<file path="src/rtl/call_stack.sv">
// Return-address LIFO for JCALL/JR: push stores PC+1, pop exposes the top as the JR target.
// The top entry is combinational from the count register, so a pushed value is usable on the next cycle.
module call_stack #(
  parameter int WIDTH = 10,
  parameter int DEPTH = 16,
  parameter int PTRW  = $clog2(DEPTH)
) (
  input  logic             i_clk,
  input  logic             i_rst,
  input  logic             i_push,
  input  logic             i_pop,
  input  logic [WIDTH-1:0] i_din,
  output logic [WIDTH-1:0] o_dout,
  output logic             o_empty,
  output logic             o_full,
  output logic [PTRW:0]    o_count,
  output logic             o_overflow,
  output logic             o_underflow
);

  localparam logic [PTRW:0]   CNT_FULL = (PTRW+1)'(DEPTH);
  localparam logic [PTRW:0]   CNT_ONE  = (PTRW+1)'(1);
  localparam logic [PTRW-1:0] IDX_ONE  = PTRW'(1);

  logic [WIDTH-1:0] r_mem [DEPTH];
  logic [PTRW:0]    r_count;
  logic             r_overflow;
  logic             r_underflow;

  logic             w_empty;
  logic             w_full;
  logic [PTRW-1:0]  w_wr_idx;
  logic [PTRW-1:0]  w_top_idx;
  logic             w_do_push;
  logic             w_do_pop;
  logic             w_replace;
  logic             w_ovf_evt;
  logic             w_udf_evt;

  assign w_empty   = (r_count == '0);
  assign w_full    = (r_count == CNT_FULL);
  assign w_wr_idx  = r_count[PTRW-1:0];
  // When full the low bits wrap to 0, so subtracting one still lands on DEPTH-1.
  assign w_top_idx = r_count[PTRW-1:0] - IDX_ONE;

  // A push+pop on an empty stack degenerates to a plain push.
  assign w_do_push = i_push && ((!i_pop && !w_full) || (i_pop && w_empty));
  assign w_replace = i_push && i_pop && !w_empty;
  assign w_do_pop  = i_pop && !i_push && !w_empty;
  assign w_ovf_evt = i_push && !i_pop && w_full;
  assign w_udf_evt = i_pop && !i_push && w_empty;

  always_ff @(posedge i_clk) begin
    if (w_do_push) begin
      r_mem[w_wr_idx] <= i_din;
    end else if (w_replace) begin
      r_mem[w_top_idx] <= i_din;
    end
  end

  always_ff @(posedge i_clk or posedge i_rst) begin
    if (i_rst) begin
      r_count     <= '0;
      r_overflow  <= 1'b0;
      r_underflow <= 1'b0;
    end else begin
      if (w_do_push) begin
        r_count <= r_count + CNT_ONE;
      end else if (w_do_pop) begin
        r_count <= r_count - CNT_ONE;
      end
      if (w_ovf_evt) begin
        r_overflow <= 1'b1;
      end
      if (w_udf_evt) begin
        r_underflow <= 1'b1;
      end
    end
  end

  assign o_dout      = w_empty ? '0 : r_mem[w_top_idx];
  assign o_empty     = w_empty;
  assign o_full      = w_full;
  assign o_count     = r_count;
  assign o_overflow  = r_overflow;
  assign o_underflow = r_underflow;

endmodule
</file>
<file path="config.mk">
export PLATFORM = sky130hd
export DESIGN_NAME = call_stack
export DESIGN_NICKNAME = d
export VERILOG_FILES = /design/src/rtl/call_stack.sv
export SDC_FILE = /design/constraint.sdc
export NUM_CORES = 1
export LEC_CHECK = 0
export ABC_AREA = 1
export CORE_MARGIN = 2
export CORE_UTILIZATION = 45
export DETAILED_ROUTE_END_ITERATION = 12
export GPL_TIMING_DRIVEN = 1
export PLACE_DENSITY = 0.69
export RECOVER_POWER = 100
export SLEW_MARGIN = 15
export SYNTH_ARGS = -nofsm -noshare
export SYNTH_HDL_FRONTEND = slang
export SYNTH_SLANG_ARGS = --single-unit
</file>
<file path="constraint.sdc">
create_clock -name i_clk -period 3.5 [get_ports i_clk]
set_clock_uncertainty 0.15 [all_clocks]
set_input_delay 0.7 -clock i_clk [delete_from_list [all_inputs] [get_ports i_clk]]
set_output_delay 0.7 -clock i_clk [all_outputs]
set_load 0.03 [all_outputs]
</file>
[After elaboration in Yosys (flattened, before gate mapping)]
Memory sizes are Yosys's and may differ from the RTL's.
Index checks and enable logic that the tools add are counted.
Storage, ports and cells
  bits in registers: 7
  latch bits: 0
  memory bits (writable): 160
  memory bits (read-only): 0
  bits of input ports: 14
  output and inout bits: 19
  word-level logic and storage cells: 37
  memories: 1
Memory list
  r_mem: words 16, bits a word 10, rd ports 1, clocked after Yosys merged registers in 0, wr ports 1, RTL line 25  | logic [WIDTH-1:0] r_mem [DEPTH];
Cells by class
  add/subtract/negate cells: 3
  multiply operators: 0
  div/mod/pow operators: 0
  $lt $le $gt $ge: 0
  eq/ne operators: 1
  shift-type cells: 0
  multiplexer cells: 11
  bitwise logic cells: 0
  reductions and logical operators: 18
Operators by type and width (number)
  10-bit two-way mux: 2
  1-bit logical AND: 10
  5-bit two-way mux: 2
  10-bit OR reduction: 1
  1-bit two-way mux: 6
  5-bit by 1-bit adder with 5-bit output, second input constant: 1
  5-bit == test, second input constant: 1
  5-bit zero test: 1
  5-bit by 1-bit subtractor with 5-bit output, second input constant: 1
  1-bit zero test: 4
  4-bit two-way mux: 1
  4-bit by 1-bit subtractor with 4-bit output, second input constant: 1
  2-bit nonzero test: 1
  1-bit logical OR: 1

[Depth between registers and ports, before layout]
  depth in word-level cells: 9
  gate-level depth with buffers: 16
  mapped depth without buffers: 14

[Worst setup path before layout]
OpenSTA, ideal clock, no wires.
  path kind: register to output
  start: register r_count[0] (netlist: o_count[0])
  end: output o_dout[8]
  arrival time: 2.426 ns
  data required time: 2.650 ns
  slack: 0.224 ns
  stages on the path, launching flop included: 12
  path buffers: 4
  cells stage by stage: dfrtp_1 -> inv_2 -> buf_2 -> buf_2 -> ha_1 -> buf_2 -> inv_1 -> buf_2 -> nand3_1 -> nand3_1 -> nand3_1 -> a21oi_1
On the way
  word-level cells in the longest chain between the ends: 3
  elaborated cells between the ends (all ways): 4
  classes of those cells: add/sub: 1; mux: 1; reduce/logical: 1; memory: 1
RTL lines
  from (decl): RTL line 26  | logic [PTRW:0] r_count;
  from (signal assigned): RTL line 68  | r_count <= r_count + CNT_ONE;
  from (signal assigned): RTL line 70  | r_count <= r_count - CNT_ONE;
  4-bit by 1-bit subtractor with 4-bit output: RTL line 44  | assign w_top_idx = r_count[PTRW-1:0] - IDX_ONE;
  net w_top_idx[0]: RTL line 33  | logic [PTRW-1:0] w_top_idx;
  memory read 16 x 10 bit
  10-bit two-way mux: RTL line 81  | assign o_dout = w_empty ? '0 : r_mem[w_top_idx];
  to (decl): RTL line 13  | output logic [WIDTH-1:0] o_dout,
The timed path passes the listed nets, and every way through them passes these cells.

[Final worst setup path]
  start: register r_count[1] (netlist: o_count[1])
  end: output o_dout[1]
On the way
  word-level cells in the longest chain between the ends: 3
  elaborated cells between the ends (all ways): 4
  classes of those cells: add/sub: 1; mux: 1; reduce/logical: 1; memory: 1
RTL lines (RTL line)
  4-bit by 1-bit subtractor with 4-bit output: 44
  memory read 16 x 10 bit
  10-bit two-way mux (*): 81
Mark *: on every way between the ends. The rest lies on a longest branch, timed or not.

==> flow_summary.ini <==
[run_status]
status = complete, no violations

[timing]
worst_slack_ns = 0.150
max_freq_mhz = 299
rsz0062_at_grt = false
tns_ns = 0
report.final.slew_viol_count = 0
hold_ws_ns = 0.321
finalHoldViolCount = 0
setup_violations = 0
fin_crit_sh_pct = 95.7
finalCriticalPeriod_ns = 3.35
maxSlewHeadroom_pct = 47.6
worstMarginPinSlew_ns = 0.784

[pwr]
p_leak_nw = 3.25
power_mw = 8.49
power-per-cell-area_nw_per_um2 = 1010
peakVddDrop_mv = 0.796

[synth]
ys_seq_elements = 167
syn_inst = 656
synth.distinct_cells = 31
synth_top_area_share_pct = 66.3
yosysWarnings = 0
yosysTopAreaCell = edfxtp_1
syn_area_sq_um = 7250
yosysSeqAreaShare_pct = 68.7
syn_nets = 676
synthTopCellsByArea = edfxtp_1 (66%), nand2_1 (11%), nand3_1 (8.3%)
syn_avg_cell_area_sq_um = 11.0

[drt]
wl_met3_mm = 1.21
drc_errors = 0
drt_iter0_markers = 430
totalWireLength_mm = 16.8
ant_nets = 0
route.top_layer_used = met4
wirelength_met1_mm = 7.01
vias = 5039
viasPerCell = 5.38
wl_met2_mm = 8.21
wl_per_cell_um = 17.9
dr.pass1.iters = 5

[worst_setup_path]
timing.rr.end = r_mem[12][7]
ff2ff_path_depth = 10
r2r_start = o_count[2]
criticalPathCategory = flip-flop to output port
end_kind = output port
crit_fanout = 11
cp-start-kind = flip-flop
arrival_ns = 2.50
crit_required_ns = 2.65
cp-startpoint = o_count[1]
cp-endpoint = o_dout[1]
r2r_slack_ns = 0.28

[global_routing]
grt_max_degree = 46
antenna_found_initial = 0
grt_overflow = 0
grt_usage_pct = 20.8
grt_pass1_wl_mm = 26.0
grt_pass1_vias = 4904

[clock_network]
clkLatencyLatePin_ns = 0.43
cts_made_buffers = 17
cts_tree = done
h-tree-depth = 4
cts-root-buf = clkbuf_16
cts_buffer_depth = 2
postCtsHoldBufs = 0
clkTransAtPathRegs_ns = 0.06
clock-sinks = 167

[cells_and_area]
diodes = 0
final_nets = 728
drive_above_1_share_pct = 11.7
fin_area_sq_um = 8440
instances_no_fill = 937
syn2layout_area_growth_pct = 16.5
finish.utilization_pct = 53.3

[placed_design]
port-buffer-count = 32
dp.cells = 903
gp_congestion = 0.872
dp.final_hpwl_mm = 10.9
placed_area_sq_um = 7890
dpl_worst_slack_ns = 0.372

[floorplan]
ios = 33
start_util_pct = 45.8
die-area_sq_um = 17100
rows = 46
dieHeight_um = 131
die_x_um = 131
core_area_sq_um = 15800

[hold_path]
hold_path_class = flip-flop to flip-flop

[run]
max-cap-violations = 0
cells in the mapped netlist:
library cell  count
nand2_1         211
edfxtp_1        160
nand3_1         120
nor2_1           37
inv_1            25
buf_2            23
a21oi_1          20
nand2_2          10
clkbuf_1          9
dfrtp_1           7
ha_1              5
o21ai_2           4
inv_2             3
nand3_2           3
o21ai_0           2
xor2_1            2
a31o_2            1
buf_4             1
buf_6             1
buf_8             1
clkinv_1          1
fa_1              1
nand2_4           1
nand3_4           1
nor2_4            1
nor3_1            1
o21bai_1          1
o31ai_1           1
or2_2             1
xnor2_2           1
xor2_2            1
layer usage:
metal	up-vias	track usage, %
li1	2360	-
met1	2457	26.5
met2	187	33.6
met3	35	6.27
met4	0	8.32
met5	-	0
final cells by class:
| cell class | count | area [sq um] |
|---|---|---|
| multi-input cells | 425 | 1970 |
| fillers | 1359 | 7390 |
| repair buffers | 68 | 502 |
| well taps | 216 | 270 |
| clock buffers | 18 | 429 |
| flip-flops and latches | 167 | 4980 |
| inverters | 29 | 109 |
| clock inverters | 14 | 181 |
cells by family after synthesis:
kind of cell | Yosys count | share of synthesized area, %
DFF | 167 | 68.7
buffers and inverters | 64 | 4.02
and+or+nand+nor | 386 | 23.1
xor gates and xnor gates | 4 | 0.691
adders and majority gates | 6 | 1.14
AOI/OAI and AO/OA | 29 | 2.33
power by group:
part,total [mW],internal [mW],switching (mW)
registers,2.45,2.37,0.0765
logic,4.11,1.29,2.81
clock network,1.93,1.18,0.748
total,8.49,4.85,3.64
worst max-delay path: stages, from the launching register on:
cell      delay, ns
dfrtp_1        0.34
inv_1          0.11
ha_2           0.26
xnor2_4        0.42
buf_4          0.26
nand3_1        0.08
nand3_1        0.09
nand2_1        0.06
nor2_1         0.18
clkbuf_2       0.25
worst min-delay path by stage:
stage | from | end | slack, ns | depth (start not counted)
floorplan | i_rst | o_count[0] | 0.35 | 1
global placement | o_underflow | o_underflow | 0.30 | 1
detailed placement | o_overflow | o_overflow | 0.32 | 2
CTS | o_overflow | o_overflow | 0.33 | 2
global route | o_underflow | o_underflow | 0.34 | 1
finish | o_underflow | o_underflow | 0.32 | 1
flip-flops by register name (all words and copies together) (netlist names):
name	cells
o_count	5
o_underflow	1
o_overflow	1
r_mem	160
cells in the final DEF, fill, tap and decap left out, types with 2 or more instances in the layout:
cell             netlist  final
clkbuf_16              0     17
inv_1                 25     26
clkbuf_1               9     11
nand2_1              211    216
xor2_1                 2      2
clkbuf_2               0     14
clkdlybuf4s50_1        0      3
clkinv_1               1      5
clkinvlp_4             0      2
bufinv_16              0      4
dlygate4sd3_1          0     17
buf_2                 23      3
o21ai_2                4      4
dfrtp_1                7      6
a21oi_1               20     20
o21ai_0                2      2
buf_6                  1      2
clkbuf_4               0      2
nand2_2               10      6
edfxtp_1             160    160
clkinv_4               0      2
ha_1                   5      4
nand3_1              120    123
inv_2                  3      2
nor2_1                37     37
buf_4                  1     15
timing repair:
item	CTS	global route
endpoints found under the setup margin	5	9
buffers inserted	0	2
pin swaps	0	0
resized for setup	3	5
(Power assumes the default switching activity.)
